==> config.mk <==
export PLATFORM = sky130hd
export DESIGN_NAME = mem_access_unit
export DESIGN_NICKNAME = d
export VERILOG_FILES = /design/src/rtl/mem_access_unit.sv
export SDC_FILE = /design/constraint.sdc
export NUM_CORES = 1
export LEC_CHECK = 0
export ABC_CLOCK_PERIOD_IN_PS = 13570
export CAP_MARGIN = 20
export CORE_AREA = 3 3 179 181
export CTS_CLUSTER_DIAMETER = 50
export DETAILED_ROUTE_END_ITERATION = 7
export DIE_AREA = 0 0 182 184
export SLEW_MARGIN = 10
export SYNTH_ARGS = -nofsm -noshare
export SYNTH_HDL_FRONTEND = slang
export SYNTH_SLANG_ARGS = --single-unit
==> constraint.sdc <==
create_clock -name clk -period 13.57 [get_ports clk]
set_input_delay 2.714 -clock clk [delete_from_list [all_inputs] [get_ports clk]]
set_output_delay 2.714 -clock clk [all_outputs]
set_load 0.01 [all_outputs]
==> src/rtl/mem_access_unit.sv <==
// Y86 memory stage: decodes icode into a data-memory read or write, runs a
// req/ack handshake bounded by a timeout, and reports valM plus AOK/ADR status.
module mem_access_unit #(
  parameter int DATA_W    = 64,
  parameter int MEM_BYTES = 8192,
  parameter int TIMEOUT   = 15,
  parameter int CNT_W     = 4
) (
  input  logic              clk,
  input  logic              rst,
  input  logic              start,
  input  logic [3:0]        icode,
  input  logic [DATA_W-1:0] valE,
  input  logic [DATA_W-1:0] valA,
  input  logic [DATA_W-1:0] valP,
  output logic              mem_req,
  output logic              mem_we,
  output logic [DATA_W-1:0] mem_addr,
  output logic [DATA_W-1:0] mem_wdata,
  input  logic              mem_ack,
  input  logic [DATA_W-1:0] mem_rdata,
  output logic [DATA_W-1:0] valM,
  output logic              busy,
  output logic              done,
  output logic [2:0]        stat
);

  localparam logic [2:0]        STAT_AOK   = 3'd1;
  localparam logic [2:0]        STAT_ADR   = 3'd3;
  // Highest byte address at which a full DATA_W word still fits in memory.
  localparam logic [DATA_W-1:0] ADDR_LIMIT = DATA_W'(MEM_BYTES - DATA_W / 8);
  localparam logic [CNT_W-1:0]  CNT_LIMIT  = CNT_W'(TIMEOUT);

  typedef enum logic [1:0] {
    S_IDLE = 2'd0,
    S_REQ  = 2'd1,
    S_DONE = 2'd2
  } state_t;

  state_t             r_state;
  state_t             w_state_next;
  logic               r_mem_req;
  logic               w_mem_req_next;
  logic               r_mem_we;
  logic               w_mem_we_next;
  logic [DATA_W-1:0]  r_mem_addr;
  logic [DATA_W-1:0]  w_mem_addr_next;
  logic [DATA_W-1:0]  r_mem_wdata;
  logic [DATA_W-1:0]  w_mem_wdata_next;
  logic [DATA_W-1:0]  r_valm;
  logic [DATA_W-1:0]  w_valm_next;
  logic               r_busy;
  logic               w_busy_next;
  logic               r_done;
  logic               w_done_next;
  logic [2:0]         r_stat;
  logic [2:0]         w_stat_next;
  logic [CNT_W-1:0]   r_cnt;
  logic [CNT_W-1:0]   w_cnt_next;
  logic [CNT_W-1:0]   w_cnt_inc;

  logic               w_dec_access;
  logic               w_dec_we;
  logic [DATA_W-1:0]  w_dec_addr;
  logic [DATA_W-1:0]  w_dec_wdata;
  logic               w_in_range;

  always_comb begin
    w_dec_access = 1'b0;
    w_dec_we     = 1'b0;
    w_dec_addr   = '0;
    w_dec_wdata  = '0;
    case (icode)
      4'h4: begin
        w_dec_access = 1'b1;
        w_dec_we     = 1'b1;
        w_dec_addr   = valE;
        w_dec_wdata  = valA;
      end
      4'h5: begin
        w_dec_access = 1'b1;
        w_dec_addr   = valE;
      end
      4'h8: begin
        w_dec_access = 1'b1;
        w_dec_we     = 1'b1;
        w_dec_addr   = valE;
        w_dec_wdata  = valP;
      end
      4'hA: begin
        w_dec_access = 1'b1;
        w_dec_we     = 1'b1;
        w_dec_addr   = valE;
        w_dec_wdata  = valA;
      end
      4'h9, 4'hB: begin
        w_dec_access = 1'b1;
        w_dec_addr   = valA;
      end
      default: begin
        w_dec_access = 1'b0;
      end
    endcase
  end

  // Full-width unsigned compare, so addresses near the top of the space never wrap in range.
  assign w_in_range = (w_dec_addr <= ADDR_LIMIT);
  assign w_cnt_inc  = r_cnt + 1'b1;

  always_comb begin
    w_state_next     = r_state;
    w_mem_req_next   = r_mem_req;
    w_mem_we_next    = r_mem_we;
    w_mem_addr_next  = r_mem_addr;
    w_mem_wdata_next = r_mem_wdata;
    w_valm_next      = r_valm;
    w_busy_next      = 1'b0;
    w_done_next      = 1'b0;
    w_stat_next      = r_stat;
    w_cnt_next       = r_cnt;
    case (r_state)
      S_IDLE: begin
        if (start) begin
          w_stat_next = STAT_AOK;
          if (!w_dec_access) begin
            w_state_next = S_DONE;
            w_done_next  = 1'b1;
          end else if (!w_in_range) begin
            w_state_next = S_DONE;
            w_done_next  = 1'b1;
            w_stat_next  = STAT_ADR;
          end else begin
            w_state_next     = S_REQ;
            w_mem_req_next   = 1'b1;
            w_mem_we_next    = w_dec_we;
            w_mem_addr_next  = w_dec_addr;
            w_mem_wdata_next = w_dec_wdata;
            w_busy_next      = 1'b1;
            w_cnt_next       = '0;
          end
        end
      end
      S_REQ: begin
        w_busy_next = 1'b1;
        // Ack is tested first so a response on the final allowed cycle still counts.
        if (mem_ack) begin
          w_state_next   = S_DONE;
          w_mem_req_next = 1'b0;
          w_busy_next    = 1'b0;
          w_done_next    = 1'b1;
          w_stat_next    = STAT_AOK;
          if (!r_mem_we) begin
            w_valm_next = mem_rdata;
          end
        end else if (w_cnt_inc == CNT_LIMIT) begin
          w_state_next   = S_DONE;
          w_mem_req_next = 1'b0;
          w_busy_next    = 1'b0;
          w_done_next    = 1'b1;
          w_stat_next    = STAT_ADR;
        end else begin
          w_cnt_next = w_cnt_inc;
        end
      end
      S_DONE: begin
        w_state_next = S_IDLE;
      end
      default: begin
        w_state_next   = S_IDLE;
        w_mem_req_next = 1'b0;
      end
    endcase
  end

  always_ff @(posedge clk or posedge rst) begin
    if (rst) begin
      r_state     <= S_IDLE;
      r_mem_req   <= 1'b0;
      r_mem_we    <= 1'b0;
      r_mem_addr  <= '0;
      r_mem_wdata <= '0;
      r_valm      <= '0;
      r_busy      <= 1'b0;
      r_done      <= 1'b0;
      r_stat      <= STAT_AOK;
      r_cnt       <= '0;
    end else begin
      r_state     <= w_state_next;
      r_mem_req   <= w_mem_req_next;
      r_mem_we    <= w_mem_we_next;
      r_mem_addr  <= w_mem_addr_next;
      r_mem_wdata <= w_mem_wdata_next;
      r_valm      <= w_valm_next;
      r_busy      <= w_busy_next;
      r_done      <= w_done_next;
      r_stat      <= w_stat_next;
      r_cnt       <= w_cnt_next;
    end
  end

  assign mem_req   = r_mem_req;
  assign mem_we    = r_mem_we;
  assign mem_addr  = r_mem_addr;
  assign mem_wdata = r_mem_wdata;
  assign valM      = r_valm;
  assign busy      = r_busy;
  assign done      = r_done;
  assign stat      = r_stat;

endmodule

==> results of run 1 <==
[worst max-delay path: stages]
cell and delay [ns]:
clkdlybuf4s50_1 0.52, nor4_1 0.72, nand3_1 0.17, o41ai_2 0.41
nand2_1 0.18, nor4b_4 0.33, buf_4 0.65, buf_4 0.67
mux2_1 0.38
[power by group]
part	internal [uW]	switching [uW]	total (uW)
registers	747	76.1	823
clock network	537	297	834
logic	408	245	652
[flip-flops by register name (all words and copies together) (netlist names)]
register and flops:
mem_addr 64, mem_wdata 64, valM 64, r_cnt 4
r_state 2, busy 1, done 1, mem_req 1
mem_we 1, stat 1
[cells in the mapped netlist (all sizes together) (3+ instances only)]
cell type	instances
dfrtp	203
mux2	142
a22o	77
nor2b	57
nor4	24
clkbuf	23
buf	18
nand2	7
nand3	7
nor2	7
nand2b	6
nand4	5
o21ai	5
nor3	4
nor3b	4
a22oi	3
inv	3
o211ai	3
o22ai	3
[layer usage]
metal  track usage  part of all wire  up-vias
met1         0.215              0.38     3412
met2         0.312              0.49      335
met3        0.0643             0.097       55
met5             0                 0        -
met4        0.0555             0.028        0
li1              -                 -     3252
[cells by family after synthesis]
family / count (synthesis)
multiplexers: 142
adder cells (fa/ha/maj): 2
AO/OA/AOI/OAI: 105
flip-flops: 203
AND/OR/NAND/NOR: 127
buffers and inverters: 44
other: 2
[layout by cell type (no fill, tap or decap), types with 7 or more instances in the layout]
cell type / count
nor2b_1: 56
nand3_1: 7
mux2_1: 76
a22o_1: 77
dfrtp_1: 203
nand2_1: 7
buf_4: 7
mux2_2: 66
clkbuf_16: 30
nor4_1: 24
clkdlybuf4s50_1: 460
[path summary, 6_finish.rpt]
path	cells past startpoint	start	endpoint
max	9	valA[62]	mem_wdata[62]
min	1	mem_wdata[33]	mem_wdata[33]
max reg2reg	6	r_state[1]	mem_wdata[62]
min reg2reg	1	mem_wdata[33]	mem_wdata[33]
max in group asynchronous	4	rst	mem_addr[23]
min in group asynchronous	2	rst	mem_addr[37]
[area by class of cell]
cell class | count | area [um^2] | area share
clock inverter | 19 | 267 | 0.0181
multi-input combinational | 378 | 3310 | 0.225
tap | 396 | 495 | 0.0337
antenna | 1 | 2.50 | 0.000170
inverter | 3 | 18.8 | 0.00128
clock buffer | 37 | 837 | 0.0569
timing repair buffer | 468 | 4680 | 0.319
sequential | 203 | 5080 | 0.346
[stage by stage]
step | utilization | worst slack, ns | hold slack, ns | cells
global placement | 0.443 | 6.34 | 0.467 | 1447
global route | 0.481 | 6.78 | 0.503 | 1505
detailed placement | 0.443 | 6.35 | 0.474 | 1447
finish | 0.481 | 7.13 | 0.481 | 1505
floorplan | - | 5.32 | 0.518 | 625
CTS | 0.480 | 6.92 | 0.486 | 1503
==> results.md, run 1 <==
- Clock slew at reported path FFs: 0.06 ns
- Worst vdd rail ir drop: roughly 170 uV
- GR Overflow Total: 0
- Filler cell count: 2732
- Post-synth cell types: 41
- Initial DRC count: 261
- Register area share after synthesis: 0.589
- Area growth, synth to finish: 70.4%
- Peak fanout along the critical path: 59
- Post-synthesis net count: roughly 890
- Top post-synthesis cells by area: dfrtp_1 (59%), mux2_1 (9.9%), mux2_2 (8.6%), a22o_1 (7.8%), nor2b_1 (4.1%)
- Gate count after technology mapping: 625
- Number of antenna-violating nets in the routed design: 0
- Worst slew slack as a fraction of its limit: 0.436
- Wire length after detailed routing: 32000 um
- Total of buffers placed on input and output ports: 460
- Total power per unit cell area: 157 nW/um^2
- Area of the die: 33500 um^2
- Fraction of the mapped netlist area in simple logic gates: 0.0898
- Post-CTS Resized: 0
- Clock latency of the later-clocked register in the worst-skew pair: roughly 0.55 ns
- Core Rows: 64
- Wire per inst: 21.3 um
- Fraction of the mapped netlist area in compound gates: 0.102
- Buffer depth of the longest clock path: 3
- Clock sink total: 203
- Main combinational cell family by area after synthesis: multiplexers
- Floorplan Core Area: slightly above 30000 um^2
- Number of slew-limit violations in the final report: 0
- Status: finished, final reports clean
- CTS tree: built
- Number of enable-type register cells in the synthesized netlist: 0
- Post-synthesis sequential element count: between 200 and 250
- Worst hold path class: flop to flop
- Pin count of the biggest net entering global routing: 142
- Total leakage power: approximately 0.0064 uW
- Number of detailed-routing iterations run before antenna repair: 5
- Final worst path period need: 6.44 ns
- Total Negative Setup Slacks: 0 ns
- Placer congestion estimate: between 0.8 and 0.9
- TritonCTS Buffers: 30
- Number of hold violations in the final report: 0
- Wire length of the first global-routing pass: between 40000 and 50000 um
- Peak clock frequency supported by timing: between 150 and 200 MHz
- Mean post-synth cell area: 13.8 um^2
- # hold bufs at CTS: 0
- Multiplexer share of the synthesized area: 0.185
- Initial antenna violation count: 1
- Die extent in y: between 150 and 200 um
- Post-Syn Area: 8620 um^2
- Initial standard-cell utilization of the core: 0.282
- Detailed-placement wirelength estimate: about 24000 um
- Final Skew: 0.0207 ns
- Async SR Flop Fraction: 1.00
- Total number of vias: 7054
- # Max-Cap Violations: 0
- Total power draw: between 2000 and 2500 uW
- Post-synth top area share: 0.589
- Post CTS Setup Buffer Count: 0
- Share of layout cells above drive strength 1: 0.125
- Setup slack on the worst flop-to-flop path: about 11 ns
- Required time worst endpoint: 14.00 ns
- Part of the cycle the worst path needs: 0.474
- DRC violation count after routing: 0
- Endpoint type of the worst setup path: flop
- Die width: 182 um
- Final design instance area without fill: ~15000 um^2
- Dominant synthesized flop cell: dfrtp_1
- Number of nets in the final layout: around 1400
- Arr. time, crit path: 6.86 ns
- Yosys synthesis warning count: 0
- Parity-gate share of the synthesized area counting xor and xnor cells: 0
- Clock root cell: clkbuf_16
- CTS H-Tree Depth: 1
- Unrepaired setup endpoints after global routing: false
- Number of global-route vias before repair: 7617
- Cell type with the highest aggregate area in the netlist: dfrtp_1
- Cell area after placement: 13600 um^2
- Via density per instance: 4.69
- Path type of the worst setup path: input port to flop
- Worst Setup Start Kind: input port
- Final Setup Violations: 0
- Adder-cell area share of the yosys netlist: 0.00290
- Total GRT Usage: 0.182
- Total I/O pin count: about 460
- Worst slew pin tran: 0.846 ns
Note: power is estimated with default switching activity, not from simulation.
==> run 2: changes to the inputs <==
Settings changed: ABC_CLOCK_PERIOD_IN_PS 13570 to 6260, CORE_AREA 3 3 179 181 to 3 3 180 182, DIE_AREA 0 0 182 184 to 0 0 183 185.
Clock period 13.57 ns to 6.26 ns, I/O delays scaled along.
==> results.md, run 2 (synthesis gave the netlist of run 1 again) <==
- Cell area after placement: 13600 um^2 (+0.16%)
- Buffer depth of the longest clock path: 3 (unchanged)
- Detailed-placement wirelength estimate: 24200 um (+1.0%)
- CTS H-Tree Depth: 1 (unchanged)
- Number of hold violations in the final report: 0 (unchanged)
- TritonCTS Buffers: 27 (-10%)
- Path type of the worst setup path: input port to flop
- Wire length of the first global-routing pass: 46600 um (-0.88%)
- Area of the die: 33900 um^2 (+1.1%)
- Worst slew slack as a fraction of its limit: 0.321 (-0.115)
- Worst Setup Start Kind: input port
- CTS tree: built
- Worst hold path class: flop to flop
- Arr. time, crit path: 5.03 ns (-1.83 ns)
- Setup slack on the worst flop-to-flop path: 3.97 ns (-6.66 ns)
- Standard cell with the maximum stage delay on the critical path: nor4_1
- Number of slew-limit violations in the final report: 0 (unchanged)
- Die extent in y: 185 um (+0.54%)
- Clock latency of the later-clocked register in the worst-skew pair: 0.53 ns (-0.02 ns)
- Pin count of the biggest net entering global routing: 137 (-3.5%)
- Final Skew: 0.0101 ns (-0.0106 ns)
- Total leakage power: 0.00628 uW (-1.5%)
- Delay of the slowest cell on the worst path: 0.77 ns (+0.05 ns)
- Via density per instance: 4.69 (about the same)
- Wire per inst: 21.4 um (+0.62%)
- Worst vdd rail ir drop: 239 uV (+40%)
- Post-Layout Cell Count: 1497 (-0.53%)
- Unrepaired setup endpoints after global routing: false
- Post-CTS Resized: 0 (unchanged)
- Number of global-route vias before repair: 7575 (-0.55%)
- # Max-Cap Violations: 0 (unchanged)
- Floorplan Core Area: 30700 um^2 (+0.52%)
- Final worst path period need: 4.62 ns
- Post CTS Setup Buffer Count: 0 (unchanged)
- Clock root cell: clkbuf_16
- Logic depth of the worst path, buffers included: 8 (-1)
- CP Launch Point: valA[63]
- Core Rows: 64 (unchanged)
- GR Overflow Total: 0 (unchanged)
- Total GRT Usage: 0.180 (-0.00231)
- Total number of vias: 7020 (-0.48%)
- Final Setup Violations: 0 (unchanged)
- Number of nets in the final layout: 1346 (-0.30%)
- Final design instance area without fill: 14500 um^2 (-1.2%)
- Total I/O pin count: 463 (unchanged)
- Total of buffers placed on input and output ports: 460 (unchanged)
- Number of instances in the placed design: 1447 (unchanged)
- Endpoint type of the worst setup path: flop
- Placer congestion estimate: 0.784 (-9.4%)
- Initial standard-cell utilization of the core: 0.280 (-0.00147)
- Die width: 183 um (+0.55%)
- Worst slew pin tran: 1.01 ns (+0.163 ns)
- Most frequent cells in the layout: clkdlybuf4s50_1 (460), dfrtp_1 (203), a22o_1 (77), mux2_1 (76), mux2_2 (66)
- Total power draw: 4780 uW (+110%)
- Capturing element of the worst setup path: mem_wdata[0]
- Category of cells accounting for the largest share of critical-path delay: simple AND/OR/NAND/NOR gates
- Initial antenna violation count: 1 (unchanged)
- Peak clock frequency supported by timing: 216 MHz
- Total power per unit cell area: 329 nW/um^2 (+110%)
- Most common library cell in the layout ignoring fill and taps: clkdlybuf4s50_1
- Part of the cycle the worst path needs: 0.738
- Number of detailed-routing iterations run before antenna repair: 4 (-1)
- Total Negative Setup Slacks: 0 ns (unchanged)
- Cell Chain, Critical Path: clkdlybuf4s50_1 -> nor4_1 -> nand4_1 -> o41ai_2 -> nand2_1 -> nor4b_4 -> buf_12 -> mux2_1
- CP bufs+invs: 2 (-1)
- Count of cells along the worst register-to-register path: 5 (-1)
- Initial DRC count: 235 (-10%)
- Destination of the worst register-to-register timing path: mem_wdata[0]
- Share of layout cells above drive strength 1: 0.118 (-0.00637)
- Clock sink total: 203 (unchanged)
- Filler cell count: 2826 (+3.4%)
- # hold bufs at CTS: 0 (unchanged)
- Peak fanout along the critical path: 136 (+130%)
- Wire length after detailed routing: 32000 um (about the same)
- Number of antenna-violating nets in the routed design: 0 (unchanged)
- R2r startpoint: r_state[1]
- DRC violation count after routing: 0 (unchanged)
- Hold path start: mem_wdata[43]
- Worst-case hold slack: 0.484 ns (+0.00322 ns)
- Required time worst endpoint: 6.67 ns (-7.33 ns)
- Area growth, synth to finish: 68.4%
- Status: finished, final reports clean
- Clock slew at reported path FFs: 0.06 ns (about the same)
[run 2: cell count changes in the layout (fill, tap and decap cells not counted), sizes merged]
cell      delta
bufinv       -2
clkbuf       -4
buf          -1
inv          -3
clkinvlp     +2
[run 2: worst min-delay path by stage]
stage,to,slack (ns),depth (start not counted)
2_1_floorplan,mem_req,0.52,1
3_3_place_gp,mem_req,0.46,1
3_5_place_dp,mem_addr[4],0.47,1
4_1_cts,mem_addr[4],0.48,1
5_1_grt,mem_addr[4],0.50,1
6_report,mem_wdata[43],0.48,1
[run 2: cell type report]
type | instances | area (um^2) | share of cell area
antenna | 1 | 2.50 | 0.000172
sequential | 203 | 5080 | 0.350
inverter | 3 | 15.0 | 0.00103
multi-input combinational | 378 | 3310 | 0.228
clock buffer | 33 | 748 | 0.0515
clock inverter | 16 | 185 | 0.0128
timing repair buffer | 467 | 4680 | 0.322
tap | 396 | 495 | 0.0341
[run 2: stage by stage]
step                setup WS, ns   util
detailed placement          1.12  0.442
CTS                         1.67  0.472
global route                1.53  0.472
floorplan                   2.38      -
finish                      1.64  0.472
global placement            1.06  0.442
[run 2: metal layers]
metal | wire length [um] | vias up | GRT usage
met1 | 12400 | 3393 | 0.208
met3 | 3330 | 51 | 0.0748
li1 | - | 3238 | -
met2 | 15400 | 338 | 0.308
met4 | 945 | 0 | 0.0518
met5 | 0 | - | 0
[run 2: report_power, final]
group          switching [uW]  leakage [uW]  internal (uW)  total [uW]
clock network             597      0.000443            976        1570
logic                     534       0.00317            883        1420
registers                 169       0.00267           1620        1790
